[src/rtl/wave_gen_2b.sv]
// wave_gen_2b: programmable 2-bit periodic waveform source (square, sawtooth,
// triangle, mute) with a step divider, clean start/drain and phase re-sync so
// that several instances can be aligned cycle-exactly.
module wave_gen_2b #(
    parameter int DIV_W = 8
) (
    input  logic             clk,
    input  logic             rst_n,
    input  logic             en,
    input  logic [1:0]       mode,
    input  logic [DIV_W-1:0] step_div,
    input  logic             sync_clr,
    output logic [1:0]       out_wave,
    output logic             step_tick,
    output logic             period_start,
    output logic             busy
);

    typedef enum logic [1:0] {
        IDLE  = 2'b00,
        RUN   = 2'b01,
        DRAIN = 2'b10
    } state_t;

    state_t           state_q, state_d;
    logic [2:0]       phase_q, phase_d;
    logic [DIV_W-1:0] div_cnt_q, div_cnt_d;
    logic [DIV_W-1:0] div_lat_q, div_lat_d;
    logic [1:0]       mode_lat_q, mode_lat_d;
    logic [1:0]       out_q, out_d;
    logic             tick_q, tick_d;
    logic             pstart_q, pstart_d;
    logic             load_c;

    // Sample value for a given mode and phase index.
    function automatic logic [1:0] seq_val(input logic [1:0] m, input logic [2:0] ph);
        logic [1:0] v;
        v = 2'd0;
        case (m)
            2'b00: v = (ph < 3'd2) ? 2'd3 : 2'd0;
            2'b01: v = ph[1:0];
            2'b10: begin
                case (ph)
                    3'd0:    v = 2'd0;
                    3'd1:    v = 2'd1;
                    3'd2:    v = 2'd2;
                    3'd3:    v = 2'd3;
                    3'd4:    v = 2'd2;
                    3'd5:    v = 2'd1;
                    default: v = 2'd0;
                endcase
            end
            default: v = 2'd0;
        endcase
        return v;
    endfunction

    // Index of the final phase of a period; triangle has six phases, the rest four.
    function automatic logic [2:0] last_phase(input logic [1:0] m);
        return (m == 2'b10) ? 3'd5 : 3'd3;
    endfunction

    // Next-state logic: sequencing, divider, load events and drain handling.
    always_comb begin
        state_d    = state_q;
        phase_d    = phase_q;
        div_cnt_d  = div_cnt_q;
        div_lat_d  = div_lat_q;
        mode_lat_d = mode_lat_q;
        out_d      = out_q;
        tick_d     = 1'b0;
        pstart_d   = 1'b0;
        load_c     = 1'b0;

        case (state_q)
            IDLE: begin
                if (en) begin
                    load_c  = 1'b1;
                    state_d = RUN;
                end
            end
            RUN, DRAIN: begin
                if (sync_clr) begin
                    // Phase restart wins over stepping; en decides run or drain.
                    load_c  = 1'b1;
                    state_d = en ? RUN : DRAIN;
                end else begin
                    state_d = en ? RUN : DRAIN;
                    if (div_cnt_q == div_lat_q) begin
                        if (phase_q == last_phase(mode_lat_q)) begin
                            if ((state_q == DRAIN) && !en) begin
                                // Period finished while draining: go quiet, no new period.
                                state_d   = IDLE;
                                phase_d   = 3'd0;
                                div_cnt_d = '0;
                                out_d     = 2'd0;
                            end else begin
                                load_c = 1'b1;
                            end
                        end else begin
                            phase_d   = phase_q + 3'd1;
                            div_cnt_d = '0;
                            out_d     = seq_val(mode_lat_q, phase_q + 3'd1);
                            tick_d    = 1'b1;
                        end
                    end else begin
                        div_cnt_d = div_cnt_q + 1'b1;
                    end
                end
            end
            default: state_d = IDLE;
        endcase

        if (load_c) begin
            phase_d    = 3'd0;
            div_cnt_d  = '0;
            mode_lat_d = mode;
            div_lat_d  = step_div;
            out_d      = seq_val(mode, 3'd0);
            pstart_d   = 1'b1;
            tick_d     = 1'b1;
        end
    end

    // State and output registers; asynchronous reset aborts immediately.
    always_ff @(posedge clk or negedge rst_n) begin
        if (!rst_n) begin
            state_q    <= IDLE;
            phase_q    <= 3'd0;
            div_cnt_q  <= '0;
            div_lat_q  <= '0;
            mode_lat_q <= 2'b00;
            out_q      <= 2'd0;
            tick_q     <= 1'b0;
            pstart_q   <= 1'b0;
        end else begin
            state_q    <= state_d;
            phase_q    <= phase_d;
            div_cnt_q  <= div_cnt_d;
            div_lat_q  <= div_lat_d;
            mode_lat_q <= mode_lat_d;
            out_q      <= out_d;
            tick_q     <= tick_d;
            pstart_q   <= pstart_d;
        end
    end

    assign out_wave     = out_q;
    assign step_tick    = tick_q;
    assign period_start = pstart_q;
    assign busy         = (state_q != IDLE);

endmodule

[config.mk]
export PLATFORM = sky130hd
export DESIGN_NAME = wave_gen_2b
export DESIGN_NICKNAME = d
export VERILOG_FILES = /design/src/rtl/wave_gen_2b.sv
export SDC_FILE = /design/constraint.sdc
export NUM_CORES = 1
export LEC_CHECK = 0
export ABC_CLOCK_PERIOD_IN_PS = 5000
export BUFFER_PORTS_ARGS = -buffer_cell sky130_fd_sc_hd__clkbuf_2
export CAP_MARGIN = 20
export CORE_MARGIN = 3
export CORE_UTILIZATION = 44
export CTS_BUF_LIST = sky130_fd_sc_hd__clkbuf_2
export CTS_CLUSTER_SIZE = 16
export DETAILED_ROUTE_END_ITERATION = 6
export PLACE_DENSITY = 0.62
export SYNTH_ARGS = -nofsm -noshare
export SYNTH_HDL_FRONTEND = slang
export SYNTH_SLANG_ARGS = --single-unit
[constraint.sdc]
create_clock -name clk -period 5 [get_ports clk]
set_clock_uncertainty 0.1 [all_clocks]
set_input_delay 0.25 -clock clk [delete_from_list [all_inputs] [get_ports clk]]
set_output_delay 0.25 -clock clk [all_outputs]
set_load 0.05 [all_outputs]
==> flow_summary.html <==
<table>
<tr><th>Metric</th><th>Value</th></tr>
<tr><th colspan="2">Clock tree</th></tr>
<tr><td>Postcts setup bufs</td><td>0</td></tr>
<tr><td>Root buffer cell</td><td>sky130_fd_sc_hd__clkbuf_2</td></tr>
<tr><td>Number of buffers on the longest clock path</td><td>2</td></tr>
<tr><td>Clock network latency to the later pin of the worst-skew pair</td><td>around 0.36 ns</td></tr>
<tr><td>Count of instances resized after the clock tree is built</td><td>0</td></tr>
<tr><td>Level count of the clock H-tree</td><td>1</td></tr>
<tr><td>Cts bufs inserted</td><td>3</td></tr>
<tr><td>Clk slew on worst S/H paths</td><td>approximately 0.27 ns</td></tr>
<tr><td>Clk sink count</td><td>27</td></tr>
<tr><td>Clock tree from TritonCTS</td><td>yes</td></tr>
<tr><th colspan="2">Floorplanning</th></tr>
<tr><td>Count of pins on the block boundary</td><td>19</td></tr>
<tr><td>Horizontal die dimension</td><td>approximately 66 um</td></tr>
<tr><td>Vertical extent of the die</td><td>roughly 66 um</td></tr>
<tr><td>Row Count</td><td>21</td></tr>
<tr><td>Placeable core region</td><td>roughly 0.0034 mm^2</td></tr>
<tr><td>Effective utilization at floorplan</td><td>0.4644</td></tr>
<tr><td>Die outline area</td><td>0.004331 mm^2</td></tr>
<tr><th colspan="2">Power</th></tr>
<tr><td>Total power per unit cell area</td><td>498.7 mW/mm^2</td></tr>
<tr><td>Overall power consumption</td><td>919.1 uW</td></tr>
<tr><td>Leakage Power</td><td>between 0.8 and 0.9 nW</td></tr>
<tr><td>Largest vdd supply drop</td><td>~0.23 mV</td></tr>
<tr><th colspan="2">Layout</th></tr>
<tr><td>Fraction of final layout cells with drive strength greater than 1</td><td>0.2011</td></tr>
<tr><td>Finished Layout Cells</td><td>roughly 240</td></tr>
<tr><td>Summed area of non-filler cells in the final layout</td><td>approximately 0.0018 mm^2</td></tr>
<tr><td>Layout Area Growth over Synthesis</td><td>17.09%</td></tr>
<tr><td>Filler Cells Inserted</td><td>312</td></tr>
<tr><td>N_diodes</td><td>0</td></tr>
<tr><td>Core occupancy in the finished layout</td><td>0.5437</td></tr>
<tr><td>Layout net count</td><td>~210</td></tr>
<tr><th colspan="2">Timing</th></tr>
<tr><td>Slack of the critical path</td><td>around 2.8 ns</td></tr>
<tr><td>Final-report max-slew violation count</td><td>0</td></tr>
<tr><td>Summed negative setup slack over all endpoints</td><td>0 ns</td></tr>
<tr><td>Unrepaired setup endpoints after global routing</td><td>false</td></tr>
<tr><td>Headroom to the max-slew limit</td><td>0.5631</td></tr>
<tr><td>Post-route fraction of the period consumed by the critical path</td><td>0.4492</td></tr>
<tr><td>Final setup viols</td><td>0</td></tr>
<tr><td>Tmin final</td><td>between 2 and 2.5 ns</td></tr>
<tr><td>Final-layout worst hold slack</td><td>0.2433 ns</td></tr>
<tr><td>Maximum frequency from static timing analysis</td><td>approximately 450 MHz</td></tr>
<tr><td>Actual slew at the worst max-slew pin</td><td>0.6553 ns</td></tr>
<tr><td>Number of endpoints with negative hold slack in the final report</td><td>0</td></tr>
<tr><th colspan="2">Worst setup path</th></tr>
<tr><td>CP Max Fanout</td><td>10</td></tr>
<tr><td>Origin of the critical flop-to-flop path</td><td>state_q[1]$_DFFE_PN0P_</td></tr>
<tr><td>FF-to-FF End</td><td>div_cnt_q[6]$_DFFE_PN0P_</td></tr>
<tr><td>Required time at the endpoint of the critical path</td><td>between 5 and 6 ns</td></tr>
<tr><td>Critical-path top delay cell</td><td>sky130_fd_sc_hd__or4_4</td></tr>
<tr><td>Path depth of the worst reg2reg path</td><td>6</td></tr>
<tr><td>Nature of the critical path startpoint</td><td>register</td></tr>
<tr><td>CP delay by family, top</td><td>simple AND/OR/NAND/NOR gates</td></tr>
<tr><td>Chain of cells forming the critical path</td><td>ha_1 -&gt; and3b_1 -&gt; o21ai_0 -&gt; a31o_1 -&gt; or4_4 -&gt; o211ai_2</td></tr>
<tr><td>Largest stage delay, worst path</td><td>between 0.5 and 0.6 ns</td></tr>
<tr><td>Arrival time at the worst endpoint</td><td>between 2 and 2.5 ns</td></tr>
<tr><td>Critical path destination</td><td>div_cnt_q[6]$_DFFE_PN0P_</td></tr>
<tr><td>Worst path buffer plus inverter count</td><td>0</td></tr>
<tr><td>Crit path capture type</td><td>register</td></tr>
<tr><td>Stages on the worst setup path</td><td>6</td></tr>
<tr><td>FF-to-FF setup slack</td><td>between 2 and 3 ns</td></tr>
<tr><td>Launching element of the worst setup path</td><td>state_q[1]$_DFFE_PN0P_</td></tr>
<tr><td>Startpoint-to-endpoint class of the critical path</td><td>reg -&gt; reg</td></tr>
<tr><th colspan="2">GRT</th></tr>
<tr><td>Global router's overall resource usage</td><td>0.1591</td></tr>
<tr><td>Antenna violations before repair</td><td>0</td></tr>
<tr><td>Pin count of the biggest net entering global routing</td><td>28</td></tr>
<tr><td>Via count of the first global-routing pass</td><td>1194</td></tr>
<tr><td>First-pass GRT wire length</td><td>~5.4 mm</td></tr>
<tr><td>Remaining Overflow, GRT</td><td>0</td></tr>
<tr><th colspan="2">Synth</th></tr>
<tr><td>Synth Net Count</td><td>between 150 and 200</td></tr>
<tr><td>Most common flop cell mapped by yosys</td><td>sky130_fd_sc_hd__dfrtp_1</td></tr>
<tr><td>Number of enable flip-flop cells after synthesis</td><td>0</td></tr>
<tr><td>Synthesis Warnings</td><td>0</td></tr>
<tr><td>Seq cells post-synth</td><td>27</td></tr>
<tr><td>Per-instance average area after synthesis</td><td>roughly 10 um^2</td></tr>
<tr><td>Cell count after synthesis</td><td>roughly 160</td></tr>
<tr><td>Post-synthesis sequential area ratio</td><td>0.4293</td></tr>
<tr><td>Distinct cells, synth</td><td>44</td></tr>
<tr><td>Post-synthesis async set-or-reset flop share</td><td>1.000</td></tr>
<tr><td>Syn Std Cell Area</td><td>about 0.0016 mm^2</td></tr>
<tr><th colspan="2">Place</th></tr>
<tr><td>I/O Buffers</td><td>18</td></tr>
<tr><td>Routability congestion estimate</td><td>roughly 0.86</td></tr>
<tr><td>Cell area after placement</td><td>0.001700 mm^2</td></tr>
<tr><td>Detail Placement HPWL</td><td>2.274 mm</td></tr>
<tr><td>Post-Place Setup Slack</td><td>around 2.8 ns</td></tr>
<tr><td>Placed instance count</td><td>219</td></tr>
<tr><th colspan="2">Routing</th></tr>
<tr><td>Detailed router's first-iteration violation count</td><td>39</td></tr>
<tr><td>Via count</td><td>~1200</td></tr>
<tr><td>Routed wire length per instance</td><td>roughly 13 um</td></tr>
<tr><td>Number of antenna-violating nets in the routed design</td><td>0</td></tr>
<tr><td>Total length of routed wires</td><td>approximately 3.1 mm</td></tr>
<tr><td>Via density per instance</td><td>~5.2</td></tr>
<tr><td>Residual DRC</td><td>0</td></tr>
<tr><td>Detailed-routing iteration count for the pre-antenna-repair pass</td><td>5</td></tr>
<tr><th colspan="2">Status</th></tr>
<tr><td>Result of the run</td><td>complete, no violations</td></tr>
<tr><th colspan="2">Worst hold path</th></tr>
<tr><td>Worst hold path class</td><td>in -&gt; reg</td></tr>
<tr><th colspan="2">Run</th></tr>
<tr><td>Max-cap violations</td><td>0</td></tr>
</table>
## layout by cell type (no fill, tap or decap), types with 2 or more instances in the layout
cell / count
sky130_fd_sc_hd__a211oi_1: 2
sky130_fd_sc_hd__a21o_1: 2
sky130_fd_sc_hd__a21oi_1: 4
sky130_fd_sc_hd__and3_1: 2
sky130_fd_sc_hd__clkbuf_2: 21
sky130_fd_sc_hd__dfrtp_1: 27
sky130_fd_sc_hd__dlygate4sd3_1: 12
sky130_fd_sc_hd__ha_1: 8
sky130_fd_sc_hd__inv_1: 9
sky130_fd_sc_hd__mux2_2: 10
sky130_fd_sc_hd__nand2_1: 12
sky130_fd_sc_hd__nand2b_1: 6
sky130_fd_sc_hd__nand3_1: 7
sky130_fd_sc_hd__nand3b_1: 2
sky130_fd_sc_hd__nand4_1: 2
sky130_fd_sc_hd__nor2_1: 10
sky130_fd_sc_hd__nor2b_1: 2
sky130_fd_sc_hd__nor3_1: 2
sky130_fd_sc_hd__o21ai_0: 13
sky130_fd_sc_hd__o21bai_1: 2
sky130_fd_sc_hd__or3_1: 2
sky130_fd_sc_hd__xnor2_1: 8
sky130_fd_sc_hd__xor2_1: 2
## state kept, by name (all words and copies together) (netlist names)
register and cells:
mode_lat_q 2, period_start 1, step_tick 1, out_wave 2, div_cnt_q 8, state_q 2
div_lat_q 8, phase_q 3
## kinds of logic (layout without fill, tap and decap cells)
logic type,after synthesis,count (layout),synth area share
AOI/OAI and AO/OA,34,34,0.1439
xor gates and xnor gates,10,10,0.05565
adders and majority gates,8,8,0.06360
buffers and inverters,12,43,0.03497
DFF,27,27,0.4293
muxes,11,11,0.07790
and+or+nand+nor,56,56,0.1948
## where the power goes
group	internal (mW)	leakage (nW)	total (mW)	switching, mW
Combinational	0.205	0.464	0.487	0.282
Clock	0.0186	0.0126	0.0840	0.0655
Sequential	0.291	0.345	0.348	0.0570
Total	0.514	0.821	0.919	0.405
## worst min-delay path by stage
stage | from | endpoint | cells past startpoint
after global routing | sync_clr | state_q[1]$_DFFE_PN0P_ | 4
after detailed placement | rst_n | state_q[1]$_DFFE_PN0P_ | 1
final | sync_clr | state_q[1]$_DFFE_PN0P_ | 4
after CTS | step_div[3] | div_lat_q[3]$_DFFE_PN0P_ | 2
after global placement | rst_n | state_q[0]$_DFFE_PN0P_ | 1
after floorplan | rst_n | div_cnt_q[0]$_DFFE_PN0P_ | 0
## worst register-to-register path: stages (launching register included)
cell and delay, ns:
sky130_fd_sc_hd__dfrtp_1 0.48, sky130_fd_sc_hd__ha_1 0.26, sky130_fd_sc_hd__and3b_1 0.33, sky130_fd_sc_hd__o21ai_0 0.13
sky130_fd_sc_hd__a31o_1 0.30, sky130_fd_sc_hd__or4_4 0.54, sky130_fd_sc_hd__o211ai_2 0.08
## per-layer routing
| metal | routed length [um] | GRT usage |
|---|---|---|
| met4 | 15 | 0.04663 |
| met2 | 1497 | 0.2628 |
| met3 | 85 | 0.01701 |
| met1 | 1503 | 0.2193 |
| met5 | 0 | 0 |
## synth_stat cells, types with 2 or more instances
cell,count,area share
sky130_fd_sc_hd__a211oi_1,2,0.0095
sky130_fd_sc_hd__a21o_1,2,0.0095
sky130_fd_sc_hd__a21oi_1,4,0.013
sky130_fd_sc_hd__and3_1,2,0.0079
sky130_fd_sc_hd__buf_2,2,0.0064
sky130_fd_sc_hd__dfrtp_1,27,0.43
sky130_fd_sc_hd__ha_1,8,0.064
sky130_fd_sc_hd__inv_1,9,0.021
sky130_fd_sc_hd__mux2_2,10,0.072
sky130_fd_sc_hd__nand2_1,12,0.029
sky130_fd_sc_hd__nand2b_1,6,0.024
sky130_fd_sc_hd__nand3_1,7,0.022
sky130_fd_sc_hd__nand3b_1,2,0.0095
sky130_fd_sc_hd__nand4_1,2,0.0079
sky130_fd_sc_hd__nor2_1,10,0.024
sky130_fd_sc_hd__nor2b_1,2,0.0079
sky130_fd_sc_hd__nor3_1,2,0.0064
sky130_fd_sc_hd__o21ai_0,13,0.041
sky130_fd_sc_hd__o21bai_1,2,0.0095
sky130_fd_sc_hd__or3_1,2,0.0079
sky130_fd_sc_hd__xnor2_1,8,0.045
sky130_fd_sc_hd__xor2_1,2,0.011
## layout make-up
class                           instances  area (um^2)  share of cell area
Inverter                                9        33.78             0.01833
Sequential cell                        27        675.6              0.3666
Multi-Input combinational cell        119        843.3              0.4576
Tap cell                               46        57.56             0.03123
Timing Repair Buffer                   30        210.2              0.1141
Clock buffer                            3        15.01            0.008147
Clock inverter                          1        7.507            0.004073
## repair_timing
action,in CTS,in global routing
hold endpoints to repair,38,2
hold buffers,10,2
endpoints found under the setup margin,0,0
Note: power is estimated with default switching activity, not from simulation.
